[config.mk]
export PLATFORM = sky130hd
export DESIGN_NAME = action_mmio_queue
export DESIGN_NICKNAME = d
export VERILOG_FILES = /design/src/rtl/action_mmio_queue.sv
export SDC_FILE = /design/constraint.sdc
export NUM_CORES = 1
export LEC_CHECK = 0
export ABC_CLOCK_PERIOD_IN_PS = 4300
export BUFFER_PORTS_ARGS = -buffer_cell sky130_fd_sc_hd__buf_2
export CAP_MARGIN = 30
export CORE_AREA = 2 2 359 272
export CTS_BUF_LIST = sky130_fd_sc_hd__clkbuf_16
export DETAILED_ROUTE_END_ITERATION = 10
export DIE_AREA = 0 0 361 274
export GPL_ROUTABILITY_DRIVEN = 1
export PLACE_DENSITY_LB_ADDON = 0.12
export SYNTH_ARGS = -nofsm -noshare
export SYNTH_HDL_FRONTEND = slang
export SYNTH_SLANG_ARGS = --single-unit
export TNS_END_PERCENT = 20
[constraint.sdc]
create_clock -name clk -period 4.3 [get_ports clk]
set_input_delay 0.645 -clock clk [delete_from_list [all_inputs] [get_ports clk]]
set_output_delay 0.645 -clock clk [all_outputs]
set_load 0.01 [all_outputs]
[src/rtl/action_mmio_queue.sv]
// Memory-mapped action queue: CPU stages ACTION_W-bit actions, commits them into a DEPTH-entry FIFO,
// and the FIFO drains to the packet datapath over valid/ready. Bus accesses complete in a single cycle.
module action_mmio_queue #(
  parameter int          ACTION_W  = 64,
  parameter int          DEPTH     = 8,
  parameter logic [31:0] BASE_ADDR = 32'h0301_0000
) (
  input  logic                clk,
  input  logic                resetn,
  input  logic                mem_valid,
  output logic                mem_ready,
  input  logic [31:0]         mem_addr,
  input  logic [31:0]         mem_wdata,
  input  logic [3:0]          mem_wstrb,
  output logic [31:0]         mem_rdata,
  output logic                act_valid,
  output logic [ACTION_W-1:0] act_data,
  input  logic                act_ready,
  output logic                pkt_start,
  output logic                irq
);
  localparam int NW = ACTION_W / 32;
  localparam int AW = $clog2(DEPTH);

  logic [NW-1:0][31:0]   stage_q, stage_d;
  logic [ACTION_W-1:0]   mem_q [DEPTH];
  logic [AW-1:0]         wptr_q, wptr_d, rptr_q, rptr_d;
  logic [AW:0]           cnt_q, cnt_d;
  logic                  ovf_q, ovf_d, dpend_q, dpend_d;
  logic                  en_q, en_d, irq_en_q, irq_en_d, pkt_q, pkt_d;
  logic [31:0]           done_cnt_q, done_cnt_d;
  logic [NW-1:0][31:0]   last_q, last_d;

  logic       sel, wr, rd, empty, full, pop, push_req, push_ok, flush;
  logic [5:0] widx;
  logic [2:0] sub;

  // 33-bit compare so a window at the very top of the address space does not wrap
  assign sel       = mem_valid && (mem_addr >= BASE_ADDR) &&
                     ({1'b0, mem_addr} < ({1'b0, BASE_ADDR} + 33'h100));
  assign wr        = sel && (|mem_wstrb);
  assign rd        = sel && (mem_wstrb == 4'h0);
  assign widx      = mem_addr[7:2];
  assign sub       = mem_addr[4:2];
  assign mem_ready = sel;

  assign empty     = (cnt_q == '0);
  assign full      = (cnt_q == (AW+1)'(DEPTH));
  assign act_valid = en_q && !empty;
  assign act_data  = mem_q[rptr_q];
  assign pop       = act_valid && act_ready;
  assign push_req  = wr && (widx == 6'h10) && mem_wstrb[0] && mem_wdata[0];
  assign push_ok   = push_req && (!full || pop);
  assign flush     = wr && (widx == 6'h14) && mem_wdata[0];
  assign pkt_start = pkt_q;
  assign irq       = irq_en_q && dpend_q;

  always_comb begin
    stage_d    = stage_q;
    wptr_d     = wptr_q;
    rptr_d     = rptr_q;
    cnt_d      = cnt_q;
    ovf_d      = ovf_q;
    dpend_d    = dpend_q;
    en_d       = en_q;
    irq_en_d   = irq_en_q;
    pkt_d      = 1'b0;
    done_cnt_d = done_cnt_q;
    last_d     = last_q;

    if (wr && (widx[5:3] == 3'b000)) begin
      for (int i = 0; i < NW; i++) begin
        if (sub == i[2:0]) begin
          for (int b = 0; b < 4; b++) begin
            if (mem_wstrb[b]) stage_d[i][8*b +: 8] = mem_wdata[8*b +: 8];
          end
        end
      end
    end
    if (wr && (widx == 6'h11)) pkt_d = mem_wdata[0];
    if (wr && (widx == 6'h13)) begin
      en_d     = mem_wdata[0];
      irq_en_d = mem_wdata[1];
    end

    if (push_req && !push_ok) ovf_d = 1'b1;
    if (push_ok) wptr_d = wptr_q + 1'b1;
    if (pop) begin
      rptr_d     = rptr_q + 1'b1;
      done_cnt_d = done_cnt_q + 32'd1;
      last_d     = mem_q[rptr_q];
    end
    if (push_ok && !pop)      cnt_d = cnt_q + 1'b1;
    else if (pop && !push_ok) cnt_d = cnt_q - 1'b1;

    if (pop && !push_ok && (cnt_q == (AW+1)'(1))) dpend_d = 1'b1;

    // Flush overrides pointer motion; DONE_CNT and LAST already took any same-cycle transfer
    if (flush) begin
      wptr_d = '0;
      rptr_d = '0;
      cnt_d  = '0;
    end
    if (wr && (widx == 6'h14) && mem_wdata[1]) ovf_d   = 1'b0;
    if (wr && (widx == 6'h14) && mem_wdata[2]) dpend_d = 1'b0;
  end

  always_ff @(posedge clk or negedge resetn) begin
    if (!resetn) begin
      stage_q    <= '0;
      wptr_q     <= '0;
      rptr_q     <= '0;
      cnt_q      <= '0;
      ovf_q      <= 1'b0;
      dpend_q    <= 1'b0;
      en_q       <= 1'b0;
      irq_en_q   <= 1'b0;
      pkt_q      <= 1'b0;
      done_cnt_q <= '0;
      last_q     <= '0;
    end else begin
      stage_q    <= stage_d;
      wptr_q     <= wptr_d;
      rptr_q     <= rptr_d;
      cnt_q      <= cnt_d;
      ovf_q      <= ovf_d;
      dpend_q    <= dpend_d;
      en_q       <= en_d;
      irq_en_q   <= irq_en_d;
      pkt_q      <= pkt_d;
      done_cnt_q <= done_cnt_d;
      last_q     <= last_d;
    end
  end

  // Storage is cleared on reset so act_data idles at zero
  always_ff @(posedge clk or negedge resetn) begin
    if (!resetn) begin
      for (int i = 0; i < DEPTH; i++) mem_q[i] <= '0;
    end else if (push_ok) begin
      mem_q[wptr_q] <= stage_q;
    end
  end

  always_comb begin
    mem_rdata = '0;
    if (rd) begin
      if (widx[5:3] == 3'b000) begin
        for (int i = 0; i < NW; i++) begin
          if (sub == i[2:0]) mem_rdata = stage_q[i];
        end
      end else if (widx[5:3] == 3'b011) begin
        for (int i = 0; i < NW; i++) begin
          if (sub == i[2:0]) mem_rdata = last_q[i];
        end
      end else begin
        case (widx)
          6'h12:   mem_rdata = {8'h00, 16'(cnt_q), 4'h0, dpend_q, ovf_q, full, empty};
          6'h13:   mem_rdata = {30'd0, irq_en_q, en_q};
          6'h15:   mem_rdata = done_cnt_q;
          default: mem_rdata = '0;
        endcase
      end
    end
  end
endmodule

; Word-level counts from Yosys, hierarchy flattened
; Cells that the tools add are included.
[classes]
addsub = 5
magnitude_cmp = 5
eq_ne = 10
muxes = 26
bitwise_logic = 2
reduce_logical = 46
[op_table]
columns = operator, n
row1 = bitwise mux 512 bit, 1
row2 = two-way mux 32 bit, 7
row3 = binary-select mux 64 bit (select 3 bit), 1
row4 = demux 64 bit (select 3 bit), 1
row5 = two-way mux 64 bit, 3
row6 = one-hot mux 32 bit (3 select lines), 1
row7 = "== test 6 x 5 -> 1 bit, second input constant", 6
row8 = "adder 32 x 1 -> 32 bit, second input constant", 1
row9 = "greater-or-equal comparator 32 x 26 -> 1 bit, second input constant", 1
row10 = "< comparator 32 x 26 -> 1 bit, second input constant", 1
row11 = AND reduction 3 bit, 8
row12 = logical AND 1 bit, 23
row13 = two-way mux 3 bit, 4
row14 = two-way mux 4 bit, 3
row15 = "greater-or-equal comparator 4 bit, second input constant", 2
row16 = logical NOT 4 bit, 2
row17 = NOT 3 -> 4 bit, 2
row18 = nonzero test 2 bit, 4
row19 = "adder 3 x 1 -> 3 bit, second input constant", 2
row20 = logical NOT 3 bit, 2
row21 = two-way mux 1 bit, 5
row22 = "adder 4 x 1 -> 4 bit, second input constant", 1
row23 = "== test 4 x 1 -> 1 bit, second input constant", 1
row24 = "== test 4 bit, second input constant", 1
row25 = 8 further kinds, 11
[word_totals]
ff_bits = 687
in_bits = 72
out_inout_bits = 100
word_cells = 121

; Logic depth before layout (Yosys ltp)
[logic_depth]
depth_word = 13
ltp_mapped = 9
ltp_nobuf = 8

; Least setup slack after synthesis
; Ideal clock, no wire load.
[synth_timing]
path_kind = input to output
start = in mem_addr[20]
end = out mem_rdata[10]
t_arrival_ns = 2.247
required_time_ns = 3.655
setup_slack_ns = 1.408
stages = 8
n_path_buf = 2
path_cell_list = nor4b_1 -> nand4_1 -> or2_1 -> inv_1 -> buf_2 -> nand2_1 -> clkbuf_1 -> nor2_1
[synth_via]
elab_chain_cells = 5
word_cells_on_any_way = 6
classes_between = 2 x order compare / 1 x mux / 3 x reduce/logical
[synth_rtl]
columns = element, line
row1 = "start, declared", 12  ; input logic [31:0] mem_addr,
row2 = greater-or-equal comparator 32 x 26 -> 1 bit, 39  ; assign sel = mem_valid && (mem_addr >= BASE_ADDR) &&
row3 = logical AND 1 bit, 39
row4 = logical AND 1 bit *, 39
row5 = via mem_ready, 11  ; output logic mem_ready,
row6 = logical AND 1 bit *, 42  ; assign rd = sel && (mem_wstrb == 4'h0);
row7 = two-way mux 32 bit *, 147  ; if (rd) begin
row8 = "end, declared", 15  ; output logic [31:0] mem_rdata,
; Mark *: on every way through the listed nets, which the timed path passes. The rest lies on a longest branch.

; Worst setup path after layout
[layout_timing]
start = in mem_addr[13]
end = out mem_rdata[24]
[layout_via]
elab_chain_cells = 5
word_cells_on_any_way = 6
classes_between = 2 x order compare / 1 x mux / 3 x reduce/logical
[layout_rtl]
columns = element, line
row1 = greater-or-equal comparator 32 x 26 -> 1 bit, 39
row2 = logical AND 1 bit, 39
row3 = logical AND 1 bit *, 39
row4 = logical AND 1 bit *, 42
row5 = two-way mux 32 bit *, 147
; Every way passes the cells marked *; elsewhere a longest branch is shown, timed or not.

==> metrics.yaml <==
status: "complete, but fails checks"
failed_checks: "negative hold slack"
io_buffer_count: 169
multi_input_area_um2: 13290
htree_levels: 3
ios: 172
crit_type: "input pin to output pin"
grt_remaining_overflow: 0
synth-seq-area-share: 0.5505
finalNetCount: 2418
drt-initial-drc-count: 1293
wire_per_inst_um: 25.79
gp_congestion: 0.8394
arrival_ns: 3.09
syn_inst: 2226
die_width_um: 361
cp_max_fo: 16
power_density_nw_per_um2: 350.1
cp-end-kind: "output pin"
layout-drive-gt1-share: 0.4253
fin_skew_ns: 0.02373
grt_max_degree: 97
dp_hpwl_mm: 62.15
reg2reg_slack_ns: 1.26
dieArea_um2: 98910
numPlacedInstances: 3527
cp_common_cell: "buf_2"
ctsHoldBuffers: 0
core_area_um2: 96000
crit_family: "simple AND/OR/NAND/NOR gates"
initial_utilization: 0.3253
start_kind: "input pin"
finalCriticalPeriod_ns: 3.735
cts.sinks: 687
vias_per_cell: 5.247
crit_path_max_incr_delay_ns: 0.45
timing.hold.ws_ns: -0.001622
cp_slowest_cell: "or2_1"
power.leakage_nw: 17.77
drc: 0
yosysUniqueCellTypes: 49
die_h_um: 274
cts_resized: 0
fin_cells: 3657
grt_pass1_vias: 20266
ys_warn_count: 0
antenna_found_initial: 10
cp_num_buf_inv: 4
cts_buffers: 73
finalPower_w: 0.01258
cts-root-buf: "clkbuf_16"
finalWirelength_mm: 94.30
syn_area_um2: 31230
timing.final.crit_share: 0.8685
synth_edf_count: 0
report.final.slew_viol_count: 0
max_freq_ghz: 0.2678
route.vias.total: 19190
cts_max_path_buffers: 3
grt_pass1_wl_mm: 139.8
syn_avg_cell_area_um2: 14.03
clock_latency_ns: 0.63
clk_pin_slew_ns: 0.06
num-fill-cells: 9077
syn_nets: 2304
area_delta_synth_final_pct: 15.04
post-cts-setup-buffers: 0
ir_drop_v: 0.0002453
rsz0062_at_grt: "false"
ys_ff_latch: 687
async_flop_share: 1.000
cts_tree: "yes"
setup_viol: 0
placementRows: 99
drtPass1Iterations: 5
crit_chain: "buf_2 > nor4_1 > nand4_1 > or2_1 > inv_1 > nand2_1 > buf_4 > nor2_1 > buf_2"
ys.flop_type: "dfrtp_1"
final_antenna_net_count: 0
worst_pin_slew_ns: 0.9805
finalHoldViolCount: 1
maxCapViolCount: 0
utilization: 0.3742
grtUsageTotal: 0.1923
tns_ns: 0
regArea_um2: 17200
relSlewSlack: 0.3463
min_path_type: "input pin to asynchronous set/reset pin"
required_ns: 3.65
==> registers in the layout, summed over array words and instances, names as in the netlist <==
register    flops
en_q            1
wptr_q          3
done_cnt_q     32
last_q         64
rptr_q          3
mem_q         512
ovf_q           1
cnt_q           4
stage_q        64
pkt_start       1
dpend_q         1
irq_en_q        1
==> synth_stat cells, types with 3 or more instances <==
cell type | count | area (um^2)
nand2_1 | 232 | 870.8
inv_1 | 4 | 15.01
a21oi_1 | 30 | 150.1
nand4_1 | 10 | 62.56
xnor2_1 | 21 | 183.9
nor3b_1 | 6 | 45.04
and2_1 | 7 | 43.79
clkbuf_2 | 31 | 155.2
a22oi_1 | 63 | 473.0
and4_1 | 3 | 26.28
dfrtp_1 | 687 | 17190
nor4_1 | 10 | 62.56
buf_2 | 42 | 210.2
xor2_1 | 15 | 131.4
mux4_2 | 128 | 2883
ha_1 | 6 | 75.07
mux2_2 | 545 | 6137
mux2_1 | 97 | 1092
and3_1 | 12 | 75.07
nor2_1 | 57 | 214.0
o21ai_0 | 3 | 15.01
o22ai_1 | 30 | 187.7
nor3_1 | 9 | 45.04
buf_1 | 52 | 195.2
a221oi_1 | 7 | 61.31
clkbuf_1 | 73 | 274.0
nand3_1 | 18 | 90.09
==> area by class of cell <==
cell class | count | area share
Antenna cell | 4 | 0.0002786
Clock buffer | 76 | 0.05294
Clock inverter | 50 | 0.006687
Inverter | 4 | 0.0004179
Multi-Input combinational cell | 1337 | 0.3698
Sequential cell | 687 | 0.4788
Tap cell | 1262 | 0.04395
Timing Repair Buffer | 237 | 0.04709
==> through the flow <==
step	worst slack [ns]	cell area [um^2]
final	0.5654	35930
after global routing	0.3843	35920
after CTS	0.5557	35920
after detailed placement	0.5597	33770
after global placement	0.5275	33750
after floorplan	1.408	31230
==> cell usage in the layout (no fill, tap or decap), types with 12 or more instances in the layout <==
cell type and count:
a22oi_1 63, buf_12 26, mux4_2 128, dfrtp_1 684, o22ai_1 30, and3_1 12
nor2_1 55, clkbuf_16 76, buf_4 42, mux2_2 545, xnor2_1 21, nand2_1 225
a21oi_1 30, nand3_1 18, inv_1 32, clkinv_1 12, mux2_1 97, xor2_1 15
buf_2 168
==> per-layer routing <==
layer | global-route usage | share of wire | vias to the layer above
li1 | - | - | 8321
met3 | 0.05012 | 0.060 | 132
met1 | 0.2745 | 0.48 | 10287
met4 | 0.04096 | 0.019 | 8
met2 | 0.2939 | 0.44 | 442
met5 | 0 | 0.00050 | -
==> final timing paths <==
path                               start             to  depth (start not counted)
setup reg to reg                cnt_q[1]     mem_q[417]                          8
setup / recovery            mem_addr[13]  mem_rdata[24]                          9
min in group clk           mem_wdata[13]    stage_q[13]                          2
max in group asynchronous         resetn     mem_q[329]                          2
hold reg to reg               last_q[10]     last_q[10]                          2
hold / removal                    resetn     mem_q[220]                          1
==> report_power, final <==
part	switching, W	leakage (nW)	internal [W]
Combinational	0.000199	7.02	0.0000517
Sequential	0.0000000412	9.60	0.00646
Clock	0.00263	1.16	0.00323
Total	0.00283	17.8	0.00975
==> kinds of logic after synthesis <==
group           Yosys count  synth area share
fa+ha+maj                 6          0.002404
buf+inv                 202           0.02720
xor+xnor                 36           0.01010
flops                   687            0.5505
compound gates          143           0.03097
mux                     772            0.3244
simple gates            380           0.05441
(Power assumes the default switching activity.)
